--- src/rtl/rgb_frame_feeder_if.sv ---
// Pixel-write and driver-byte handshake bundle for rgb_frame_feeder.
// The master side is the upstream pixel source together with the downstream driver.
interface rgb_frame_feeder_if;
    logic        pix_valid;
    logic [23:0] pix_data;
    logic        pix_ready;
    logic        drv_done;
    logic        drv_en;
    logic [7:0]  drv_data;

    modport master (
        output pix_valid, pix_data, drv_done,
        input  pix_ready, drv_en, drv_data
    );

    modport slave (
        input  pix_valid, pix_data, drv_done,
        output pix_ready, drv_en, drv_data
    );
endinterface

--- src/rtl/rgb_frame_feeder.sv ---
// Pixel FIFO plus G/R/B byte serialiser feeding rgb_driver.
// Each frame ends with a forced idle latch gap and a one-cycle frame_done pulse.
module rgb_frame_feeder #(
    parameter int unsigned NUM_LEDS     = 8,
    parameter int unsigned FIFO_DEPTH   = 4,
    parameter int unsigned LATCH_CYCLES = 6000
) (
    input  logic                clk,
    input  logic                reset,
    input  logic                start,
    rgb_frame_feeder_if.slave   bus,
    output logic                busy,
    output logic                underrun,
    output logic                frame_done,
    output logic [15:0]         led_index
);
    localparam int unsigned AW = $clog2(FIFO_DEPTH);
    localparam int unsigned CW = $clog2(LATCH_CYCLES + 1);
    localparam logic [CW-1:0] LAST_CNT = CW'(LATCH_CYCLES - 1);
    localparam logic [15:0]   LAST_IDX = 16'(NUM_LEDS - 1);

    typedef enum logic [1:0] {S_IDLE, S_LOAD, S_SEND, S_LATCH} state_t;

    state_t        state, state_nx;
    logic [23:0]   mem [FIFO_DEPTH];
    logic [AW:0]   wr_ptr, rd_ptr;
    logic          full, empty, push, pop;
    logic [23:0]   pix_reg;
    logic          pix_ld;
    logic [1:0]    byte_idx, byte_nx;
    logic [15:0]   idx_nx;
    logic [CW-1:0] latch_cnt, cnt_nx;
    logic          urun_nx;
    logic          drv_en_c;
    logic [7:0]    drv_data_c;

    // Extra pointer MSB distinguishes full from empty when the indices match.
    assign empty = (wr_ptr == rd_ptr);
    assign full  = (wr_ptr[AW] != rd_ptr[AW]) && (wr_ptr[AW-1:0] == rd_ptr[AW-1:0]);
    assign push  = bus.pix_valid && !full;

    always_ff @(posedge clk) begin
        if (push) begin
            mem[wr_ptr[AW-1:0]] <= bus.pix_data;
        end
    end

    always_ff @(posedge clk or negedge reset) begin
        if (!reset) begin
            wr_ptr    <= '0;
            rd_ptr    <= '0;
            state     <= S_IDLE;
            pix_reg   <= '0;
            byte_idx  <= '0;
            led_index <= '0;
            latch_cnt <= '0;
            underrun  <= 1'b0;
        end else begin
            if (push) begin
                wr_ptr <= wr_ptr + 1'b1;
            end
            if (pop) begin
                rd_ptr <= rd_ptr + 1'b1;
            end
            if (pix_ld) begin
                pix_reg <= mem[rd_ptr[AW-1:0]];
            end
            state     <= state_nx;
            byte_idx  <= byte_nx;
            led_index <= idx_nx;
            latch_cnt <= cnt_nx;
            underrun  <= urun_nx;
        end
    end

    always_comb begin
        state_nx   = state;
        pop        = 1'b0;
        pix_ld     = 1'b0;
        byte_nx    = byte_idx;
        idx_nx     = led_index;
        cnt_nx     = latch_cnt;
        urun_nx    = underrun;
        drv_en_c   = 1'b0;
        drv_data_c = '0;
        frame_done = 1'b0;

        unique case (state)
            S_IDLE: begin
                if (start) begin
                    state_nx = S_LOAD;
                    urun_nx  = 1'b0;
                    idx_nx   = '0;
                end
            end
            S_LOAD: begin
                if (!empty) begin
                    pop      = 1'b1;
                    pix_ld   = 1'b1;
                    byte_nx  = '0;
                    state_nx = S_SEND;
                end else begin
                    urun_nx  = 1'b1;
                    cnt_nx   = '0;
                    state_nx = S_LATCH;
                end
            end
            S_SEND: begin
                drv_en_c = 1'b1;
                unique case (byte_idx)
                    2'd0:    drv_data_c = pix_reg[15:8];
                    2'd1:    drv_data_c = pix_reg[23:16];
                    default: drv_data_c = pix_reg[7:0];
                endcase
                if (bus.drv_done) begin
                    if (byte_idx != 2'd2) begin
                        byte_nx = byte_idx + 2'd1;
                    end else if (led_index == LAST_IDX) begin
                        cnt_nx   = '0;
                        state_nx = S_LATCH;
                    end else if (!empty) begin
                        // Reload straight into SEND so the driver sees no enable gap.
                        pop     = 1'b1;
                        pix_ld  = 1'b1;
                        idx_nx  = led_index + 16'd1;
                        byte_nx = '0;
                    end else begin
                        urun_nx  = 1'b1;
                        cnt_nx   = '0;
                        state_nx = S_LATCH;
                    end
                end
            end
            S_LATCH: begin
                if (latch_cnt == LAST_CNT) begin
                    frame_done = 1'b1;
                    idx_nx     = '0;
                    state_nx   = S_IDLE;
                end else begin
                    cnt_nx = latch_cnt + CW'(1);
                end
            end
            default: state_nx = S_IDLE;
        endcase
    end

    assign busy          = (state != S_IDLE);
    assign bus.pix_ready = !full;
    assign bus.drv_en    = drv_en_c;
    assign bus.drv_data  = drv_data_c;
endmodule

--- src/flat_wrapper.sv ---
// flat-port wrapper written by rule: the top's interface ports become plain ports
module rgb_frame_feeder_flat 
#(
    parameter int unsigned NUM_LEDS     = 8,
    parameter int unsigned FIFO_DEPTH   = 4,
    parameter int unsigned LATCH_CYCLES = 6000
)
  (clk, reset, start, busy, underrun, frame_done, led_index, bus_pix_valid, bus_pix_data, bus_drv_done, bus_pix_ready, bus_drv_en, bus_drv_data);
  rgb_frame_feeder_if bus_i ();
  input  logic clk;
  input  logic reset;
  input  logic start;
  output logic busy;
  output logic underrun;
  output logic frame_done;
  output logic [15:0] led_index;
  input wire logic [$bits(bus_i.pix_valid)-1:0] bus_pix_valid;
  input wire logic [$bits(bus_i.pix_data)-1:0] bus_pix_data;
  input wire logic [$bits(bus_i.drv_done)-1:0] bus_drv_done;
  output wire logic [$bits(bus_i.pix_ready)-1:0] bus_pix_ready;
  output wire logic [$bits(bus_i.drv_en)-1:0] bus_drv_en;
  output wire logic [$bits(bus_i.drv_data)-1:0] bus_drv_data;
  assign bus_i.pix_valid = bus_pix_valid;
  assign bus_i.pix_data = bus_pix_data;
  assign bus_i.drv_done = bus_drv_done;
  assign bus_pix_ready = bus_i.pix_ready;
  assign bus_drv_en = bus_i.drv_en;
  assign bus_drv_data = bus_i.drv_data;
  rgb_frame_feeder #(.NUM_LEDS(NUM_LEDS), .FIFO_DEPTH(FIFO_DEPTH), .LATCH_CYCLES(LATCH_CYCLES)) u_core (.clk(clk), .reset(reset), .start(start), .bus(bus_i), .busy(busy), .underrun(underrun), .frame_done(frame_done), .led_index(led_index));
endmodule
--- config.mk ---
export PLATFORM = sky130hd
export DESIGN_NAME = rgb_frame_feeder_flat
export DESIGN_NICKNAME = d
export VERILOG_FILES = /design/src/rtl/rgb_frame_feeder_if.sv /design/src/rtl/rgb_frame_feeder.sv /design/src/flat_wrapper.sv
export SDC_FILE = /design/constraint.sdc
export NUM_CORES = 1
export LEC_CHECK = 0
export CAP_MARGIN = 20
export CORE_MARGIN = 1
export CORE_UTILIZATION = 52
export CTS_CLUSTER_SIZE = 16
export DETAILED_ROUTE_END_ITERATION = 10
export PLACE_DENSITY = 0.75
export SLEW_MARGIN = 20
export SYNTH_ARGS = -nofsm -noshare
export SYNTH_HDL_FRONTEND = slang
export SYNTH_SLANG_ARGS = --single-unit
--- constraint.sdc ---
create_clock -name clk -period 2.3 [get_ports clk]
set_input_delay 0.23 -clock clk [delete_from_list [all_inputs] [get_ports clk]]
set_output_delay 0.23 -clock clk [all_outputs]
set_load 0.03 [all_outputs]
==> impl_metrics.tcl <==
set metrics [dict create \
    outcome "finished with violations" \
    violations "setup timing" \
    drv_cap 0 \
    rsz0062_at_grt "true" \
    yosysTopAreaCell "edfxtp_1" \
    yosysWarnings 0 \
    dpl.hpwl_um 9540 \
    antenna_left 0 \
    cts-root-buf "clkbuf_16" \
    peakVddDrop_v 0.000682 \
    dieHeight_um 119 \
    powerDensity_nw_per_um2 784 \
    core_um2 13200 \
    io_buffer_count 57 \
    antenna_found_initial 0 \
    synth.area.top_cells "edfxtp_1 (41%), dfrtp_1 (23%), mux4_2 (7.6%)" \
    drtIter0Drc 479 \
    first_pass_iters 4 \
    setup_viol 1 \
    routedWlPerCell_um 18.9 \
    cts-buffers-inserted 17 \
    crit_type "reg2reg" \
    critical_path_required_ns 2.60 \
    drc 0 \
    fmax_mhz 432 \
    r2r_setup_slack_ns -0.01 \
    synth_ff_type "edfxtp_1" \
    start_util 0.534 \
    ys_types 59 \
    synth_edf_count 96 \
    netlist_top_cells_count "edfxtp_1 (96), dfrtp_1 (64), a21oi_1 (33)" \
    cts_max_path_buffers 2 \
    tightest_slew_ns 0.670 \
    sw_frac_of_total 0.238 \
    syn_nets 541 \
    first_global_vias 4877 \
    synth_seq_area_share 0.634 \
    clkSinkCount 160 \
    syn_area_um2 7080 \
    worstSetupEndpointType "flop" \
    grtUsageTotal 0.229 \
    die_w_um 119 \
    cts.htree.levels 4 \
    maxSlewHeadroom 0.553 \
    grt_pass1_wl_um 24500 \
    finalCriticalPeriod_ns 2.31 \
    clock_latency_ns 0.42 \
    finClkSkew_ns 0.00800 \
    hold_viol_final 0 \
    synth_most_common_cell "edfxtp_1" \
    largest_reg_flops 96 \
    area_delta_synth_final_pct 27.1 \
    startpoint_type "flop" \
    drive_above_1_share 0.278 \
    min_path_type "in2async" \
    totalWireLength_um 15200 \
    die_area_um2 14100 \
    synth_top_area_frac 0.407 \
    finalCritPeriodShare 1.01 \
    grt_overflow 0 \
    arrival_ns 2.61 \
    core.rowCount 42 \
    syn_area_per_cell_um2 14.2 \
    p_sw_mw 1.68 \
    finalMaxSlewViolations 0 \
    async_reset_ff_frac 0.400 \
    syn_inst 499 \
    final_cells 802 \
    setup_slack_ns -0.0135 \
    intPower_mw 5.37 \
    vias 4690 \
    critPathMaxFanout 6 \
    pwr-share-seq 0.505 \
    clk_pin_slew_worst_paths_ns 0.06 \
    ys_ff_latch 160 \
    dp_cells 763 \
    grt_max_degree 40 \
    nets 655 \
    pin_count 58 \
    leakagePower_nw 3.54 \
    viasPerCell 5.85 \
    place_ws_ns -0.126 \
    n_antenna_cell 0 \
    power_frac_comb 0.110 \
    pwr-share-clk 0.385 \
    place_congestion 0.891 \
    cts_tree "done" \
]
[area by class of cell]
type | instances | area [µm²]
inverters | 14 | 52.6
fillers | 910 | 4250
multi-input cells | 302 | 2570
well taps | 176 | 220
clock buffers | 19 | 433
repair buffers | 118 | 1090
flip-flops and latches | 160 | 4490
clock inverters | 13 | 140
[placed cells by master, fill, tap and decap left out, drive strengths merged, types with 16 or more instances in the layout]
cell type	n
dfrtp	64
clkbuf	19
clkdlybuf4s50	45
edfxtp	96
nand2	23
o21ai	16
mux2	26
buf	70
mux4	24
a21oi	33
nor2	30
[stage by stage]
stage / utilization / setup TNS, ns / power (mW) / hold slack, ns / instance area (µm²)
6_report: 0.679 / -0.0135 / 7.05 / 0.383 / 8990
5_1_grt: 0.679 / -0.221 / 7.30 / 0.444 / 8990
4_1_cts: 0.671 / -0.00919 / 7.11 / 0.393 / 8890
3_5_place_dp: 0.624 / -0.491 / 4.40 / 0.307 / 8270
3_3_place_gp: 0.624 / -0.107 / 4.36 / 0.288 / 8270
2_1_floorplan: - / 0 / 3.98 / -0.0656 / 7110
[timing repair]
action | in CTS | in global routing
resized for setup | 7 | 15
hold buffers | 1 | 0
buffers inserted | 3 | 2
setup endpoints to repair | 6 | 43
cloned | 0 | 1
hold endpoints to repair | 25 | 0
pin swaps | 4 | 8
[power groups by stage]
stage	clock network [mW]	registers, mW	logic [mW]
4_1_cts	2.75	3.56	0.798
6_report	2.72	3.56	0.774
3_3_place_gp	0	3.58	0.774
5_1_grt	2.87	3.58	0.849
2_1_floorplan	0	3.58	0.400
3_5_place_dp	0	3.61	0.788
[worst max-delay path: stages (launching register included)]
cell and delay (ns):
dfrtp_1 0.40, ha_4 0.17, nand3_4 0.08, o41a_1 0.44, or4_4 0.48, or4b_4 0.50, mux2i_1 0.13
[routing by layer]
metal | GRT usage | part of all wire | vias up
met3 | 0.0372 | 0.038 | 13
met5 | 0 | 0 | -
met4 | 0.0934 | 0.010 | 0
met2 | 0.395 | 0.53 | 107
li1 | - | - | 2179
met1 | 0.289 | 0.42 | 2391
[logic make-up after synthesis]
family,after synthesis,share of synthesized area
xor+xnor,8,0.00990
flops,160,0.634
compound gates,92,0.0826
mux,60,0.132
simple gates,128,0.0972
buf+inv,38,0.0217
fa+ha+maj,13,0.0230
[path summary, 6_finish.rpt]
kind | to | startpoint | depth (start not counted)
max in group asynchronous | u_core.led_index[0]$_DFFE_PN0P_ | reset | 3
hold reg to reg | u_core.wr_ptr[2]$_DFFE_PN0P_ | u_core.wr_ptr[2]$_DFFE_PN0P_ | 1
min in group clk | u_core.mem[3][4]$_DFFE_PP_ | bus_pix_data[4] | 1
setup / recovery | u_core.led_index[15]$_DFFE_PN0P_ | u_core.latch_cnt[1]$_DFFE_PN0P_ | 6
hold / removal | u_core.led_index[9]$_DFFE_PN0P_ | reset | 2
setup reg to reg | u_core.led_index[15]$_DFFE_PN0P_ | u_core.latch_cnt[1]$_DFFE_PN0P_ | 6
Power figures use the tool's default switching activity.
